==> src/rtl/mul_sequencer.sv <==
// Signed iterative multiplier for the exec stage.
// Radix-2 shift-add over REG_SIZE cycles, sign applied at the end.
module mul_sequencer #(
    parameter int REG_SIZE = 32
) (
    input  logic                clk,
    input  logic                reset,
    input  logic                req_valid,
    input  logic [REG_SIZE-1:0] src1,
    input  logic [REG_SIZE-1:0] src2,
    input  logic                flush,
    output logic                stall,
    output logic                done,
    output logic [REG_SIZE-1:0] out,
    output logic                overflow
);

    localparam int CW = $clog2(REG_SIZE) + 1;
    localparam int PW = 2 * REG_SIZE;
    localparam logic [CW-1:0] LAST = CW'(REG_SIZE - 1);

    typedef enum logic [1:0] {
        IDLE = 2'd0,
        BUSY = 2'd1,
        DONE = 2'd2
    } state_t;

    state_t state;
    state_t state_nxt;

    logic [PW-1:0]       acc;
    logic [PW-1:0]       mcand;
    logic [PW-1:0]       acc_step;
    logic [PW-1:0]       prod;
    logic [REG_SIZE-1:0] mplier;
    logic [REG_SIZE-1:0] abs1;
    logic [REG_SIZE-1:0] abs2;
    logic [CW-1:0]       cnt;
    logic                sign;
    logic                accept;
    logic                last;
    logic                ovf;
    logic [REG_SIZE:0]   hi;

    // Magnitudes as unsigned values; the most negative input maps to 2^(REG_SIZE-1).
    always_comb begin
        abs1 = src1[REG_SIZE-1] ? (~src1 + 1'b1) : src1;
        abs2 = src2[REG_SIZE-1] ? (~src2 + 1'b1) : src2;
    end

    // One shift-add step, plus the signed product as it would be after this step.
    always_comb begin
        acc_step = acc + (mplier[0] ? mcand : '0);
        prod     = sign ? (~acc_step + 1'b1) : acc_step;
        hi       = prod[PW-1:REG_SIZE-1];
        ovf      = !((&hi) || (~|hi));
        last     = (state == BUSY) && (cnt == LAST);
    end

    // State register.
    always_ff @(posedge clk) begin
        if (reset) begin
            state <= IDLE;
        end else begin
            state <= state_nxt;
        end
    end

    // Next-state logic; flush always returns to IDLE.
    always_comb begin
        state_nxt = state;
        unique case (state)
            IDLE, DONE: state_nxt = accept ? BUSY : IDLE;
            BUSY:       state_nxt = last ? DONE : BUSY;
            default:    state_nxt = IDLE;
        endcase
        if (flush) begin
            state_nxt = IDLE;
        end
    end

    // FSM outputs: acceptance, pipeline hold and result strobe.
    always_comb begin
        accept = 1'b0;
        stall  = 1'b0;
        done   = 1'b0;
        unique case (state)
            IDLE, DONE: begin
                accept = req_valid && !flush && !reset;
                stall  = accept;
                done   = (state == DONE) && !reset;
            end
            BUSY: begin
                stall = !reset;
            end
            default: begin
                accept = 1'b0;
            end
        endcase
    end

    // Datapath: operand capture, iteration, and result registration.
    always_ff @(posedge clk) begin
        if (reset) begin
            acc      <= '0;
            mcand    <= '0;
            mplier   <= '0;
            cnt      <= '0;
            sign     <= 1'b0;
            out      <= '0;
            overflow <= 1'b0;
        end else if (accept) begin
            acc    <= '0;
            cnt    <= '0;
            sign   <= src1[REG_SIZE-1] ^ src2[REG_SIZE-1];
            mplier <= abs2;
            mcand  <= {{REG_SIZE{1'b0}}, abs1};
        end else if (flush) begin
            acc <= '0;
            cnt <= '0;
        end else if (state == BUSY) begin
            acc    <= acc_step;
            mplier <= mplier >> 1;
            mcand  <= mcand << 1;
            cnt    <= cnt + 1'b1;
            if (last) begin
                out      <= prod[REG_SIZE-1:0];
                overflow <= ovf;
            end
        end
    end

endmodule

==> config.mk <==
export PLATFORM = sky130hd
export DESIGN_NAME = mul_sequencer
export DESIGN_NICKNAME = d
export VERILOG_FILES = /design/src/rtl/mul_sequencer.sv
export SDC_FILE = /design/constraint.sdc
export NUM_CORES = 1
export LEC_CHECK = 0
export ABC_CLOCK_PERIOD_IN_PS = 7300
export CAP_MARGIN = 20
export CORE_ASPECT_RATIO = 1.2
export CORE_MARGIN = 2
export CORE_UTILIZATION = 53
export CTS_BUF_LIST = sky130_fd_sc_hd__clkbuf_4
export DETAILED_ROUTE_END_ITERATION = 10
export PLACE_DENSITY = 0.84
export SLEW_MARGIN = 20
export SYNTH_ARGS = -nofsm -noshare
export SYNTH_HDL_FRONTEND = slang
export SYNTH_SLANG_ARGS = --single-unit
==> constraint.sdc <==
create_clock -name clk -period 7.3 [get_ports clk]
set_input_delay 1.46 -clock clk [delete_from_list [all_inputs] [get_ports clk]]
set_output_delay 1.46 -clock clk [all_outputs]
set_load 0.005 [all_outputs]
==> results_dict.tcl <==
set metrics [dict create \
    status "finished, final reports clean" \
    fp-row-count 69 \
    fin_util 0.602 \
    h-tree-depth 2 \
    io-pin-count 103 \
    final.period_utilization 0.873 \
    cp_data_required_time_ps 7930 \
    avgSynthCellArea_um2 7.20 \
    setup.worst_path.start_class "register" \
    cts_tree "done" \
    syn_to_final_growth_pct 11.2 \
    root_buffer "clkbuf_4" \
    yosysWarnings 0 \
    skew_ps 72.9 \
    timing.slew.headroom 0.311 \
    synth_edf_count 0 \
    drt_iter0_markers 1482 \
    r2r_slack_ps 930 \
    instances_no_fill 2710 \
    post_cts_buffers 0 \
    period_needed_ps 6370 \
    hold_viol_final 0 \
    grt_pass1_wl_um 82100 \
    grt_pass1_vias 16100 \
    antenna_found_initial 2 \
    reg2reg_from "mplier[0]$_SDFFE_PP0P_" \
    hold_path_depth 2 \
    synth-simple-area-share 0.298 \
    drt_first_pass_iters 6 \
    worstSetupEndpointType "register" \
    whs_endpoint "mcand[48]$_SDFFE_PP0P_" \
    p_leak_nw 6.45 \
    cts_buffer_depth 3 \
    coreArea_mm2 0.0298 \
    clock_sinks 202 \
    nets 2410 \
    worst_pin_slew_ps 1030 \
    power_density_mw_per_mm2 138 \
    synth_seq_area_share 0.251 \
    synth_compound_area_frac 0.263 \
    p_total_w 0.00247 \
    holdCritPathClass "register to register" \
    dieWidth_um 163 \
    clock_latency_ps 750 \
    synth_seq_cells 202 \
    synthMuxAreaShare 0.00823 \
    routed_wl_um 51600 \
    reg2reg_depth 20 \
    vias_per_cell 6.28 \
    track_usage 0.317 \
    fillers 2749 \
    dieHeight_um 195 \
    rsz0062_at_grt "no" \
    maxCapViolCount 0 \
    timing.rr.end "overflow$_SDFFE_PP0P_" \
    min_from "mcand[47]$_SDFFE_PP0P_" \
    synth_top_family_by_area "simple AND/OR/NAND/NOR gates" \
    postRouteAntennaNets 0 \
    syn-num-nets 2376 \
    drv_slew 0 \
    port_buffers 102 \
    synth_cells 2240 \
    pre_cts_slack_ps 1010 \
    grt-ovfl-total 0 \
    synthXorXnorAreaFrac 0.0864 \
    start_util 0.541 \
    place_congestion 1.02 \
    setup_slack_ps 926 \
    finalSetupViolations 0 \
    setup_tns_ps 0 \
    synthDistinctLibCells 97 \
    crit_arrival_ps 7000 \
    drive_gt1_frac 0.0647 \
    num_vias 17000 \
    cts_buffers 52 \
    crit_fanout 23 \
    die_area_mm2 0.0318 \
    fmax_ghz 0.157 \
    critPathKind "register to register" \
    routedWlPerCell_um 19.0 \
    dominantRegCellSynth "dfxtp_1" \
    grt_start_max_net_pins 98 \
    path_clk_slew_ps 90 \
    dp.cells 2610 \
    synth_fa_ha_area_frac 0.0532 \
    drc_errors 0 \
    dpl.hpwl_um 39300 \
    netlist_area_mm2 0.0161 \
    ctsResizeCount 0 \
    cts-hold-fix-buffers 0 \
    ys_async_sr_fraction 0 \
    peakVddDrop_mv 0.170 \
]
[cell usage after synthesis (13+ instances only)]
library cell    n  share of area
a21oi_1       180          0.056
nand3_1        36          0.011
nor4_1         21         0.0081
inv_1          23         0.0054
dfxtp_1       202           0.25
ha_1           67          0.052
or3_1          33          0.013
buf_1          15         0.0035
clkbuf_1      108          0.025
nand2b_1       18         0.0070
o21a_1         13         0.0061
o21ai_1        14         0.0043
a211oi_1       47          0.022
a311oi_1       67          0.036
buf_2          15         0.0047
and3_1         18         0.0070
o31ai_1        32          0.015
xnor2_1       110          0.060
o41ai_1        14         0.0076
and2_1         83          0.032
xor2_1         49          0.027
nand4_1        39          0.015
nor2_1        218          0.051
o21ai_0        98          0.030
or4_1          20         0.0093
a21o_1         26          0.012
nor3_1         37          0.011
nand2_1       426          0.099
[kinds of logic after synthesis]
logic type,count (synthesis)
simple gates,1014
compound gates,621
flops,202
buf+inv,163
xor+xnor,159
fa+ha+maj,68
mux,13
[flip-flops by register name (all words and copies together) (netlist names)]
name	cells
overflow	1
sign	1
mcand	64
out	32
mplier	32
cnt	6
state	2
acc	64
[worst max-delay path: stages (launching register included)]
cell,delay [ps]
dfxtp_1,720
and2_1,220
ha_1,210
inv_1,80
fa_1,430
nand2b_1,210
a21oi_1,430
o21ai_0,200
a21oi_1,370
nand4_1,140
buf_4,210
a2111oi_0,620
nand3_1,190
nor4_1,670
nand4bb_1,420
o41ai_2,340
xor2_1,210
o221ai_1,140
nor4_1,190
a311o_1,220
o311ai_1,90
[where the power goes]
| group | switching [W] | internal [W] | leakage [nW] | total, W |
|---|---|---|---|---|
| Sequential | 0.0000168 | 0.00112 | 1.63 | 0.00114 |
| Combinational | 0.000198 | 0.000135 | 4.42 | 0.000333 |
| Clock | 0.000508 | 0.000494 | 0.389 | 0.00100 |
| Total | 0.000723 | 0.00175 | 6.45 | 0.00247 |
[placed cells by master (no fill, tap or decap), drive strengths merged, types with 8 or more instances in the layout]
cell type | synthesis | routed
or3 | 35 | 35
a211oi | 52 | 52
nand2 | 426 | 426
a311oi | 67 | 67
a21boi | 10 | 10
dfxtp | 202 | 202
o211a | 9 | 9
xnor2 | 110 | 110
a31oi | 9 | 9
o21bai | 9 | 9
and4 | 8 | 8
o21a | 13 | 13
ha | 67 | 67
or2 | 14 | 14
o21ai | 117 | 117
nor4 | 25 | 25
nor2 | 219 | 219
and2 | 83 | 83
nor3 | 38 | 38
xor2 | 49 | 49
mux2i | 11 | 11
nand2b | 18 | 18
o211ai | 12 | 12
clkbuf | 108 | 64
a21oi | 184 | 184
or4 | 23 | 23
o31ai | 34 | 34
clkinv | 0 | 29
nand3 | 36 | 36
a21o | 26 | 26
inv | 23 | 25
nand4 | 39 | 39
o41ai | 15 | 15
buf | 32 | 19
clkdlybuf4s50 | 0 | 101
and3 | 19 | 19
[per-stage QoR]
step           hold WS, ps  instance area [um^2]
2_1_floorplan          437                 16100
3_3_place_gp           448                 17200
3_5_place_dp           452                 17200
4_1_cts                445                 17900
5_1_grt                470                 17900
6_report               428                 17900
[cell type report]
| cell class | count | area, um^2 | share of cell area |
|---|---|---|---|
| antenna | 3 | 7.51 | 0.000419 |
| tap | 390 | 488 | 0.0272 |
| clock inverter | 33 | 191 | 0.0107 |
| multi-input combinational | 1875 | 11500 | 0.640 |
| timing repair buffer | 120 | 1150 | 0.0643 |
| inverter | 23 | 86.3 | 0.00482 |
| clock buffer | 64 | 480 | 0.0268 |
| sequential | 202 | 4050 | 0.226 |
[worst max-delay path by stage]
stage | startpoint | end | slack [ps] | cells past startpoint
2_1_floorplan | mplier[0]$_SDFFE_PP0P_ | overflow$_SDFFE_PP0P_ | 1920 | 22
3_3_place_gp | mplier[0]$_SDFFE_PP0P_ | overflow$_SDFFE_PP0P_ | 1090 | 18
3_5_place_dp | mplier[0]$_SDFFE_PP0P_ | overflow$_SDFFE_PP0P_ | 1010 | 20
4_1_cts | mplier[0]$_SDFFE_PP0P_ | overflow$_SDFFE_PP0P_ | 1050 | 20
5_1_grt | mplier[0]$_SDFFE_PP0P_ | overflow$_SDFFE_PP0P_ | 500 | 20
6_report | mplier[0]$_SDFFE_PP0P_ | overflow$_SDFFE_PP0P_ | 930 | 20
[routing by layer]
metal / wire [um] / GRT usage
met5: 0 / 0
met4: 1750 / 0.114
met1: 22300 / 0.413
met3: 3830 / 0.0554
met2: 23700 / 0.523
No activity file was read; power rests on OpenSTA's default activity.
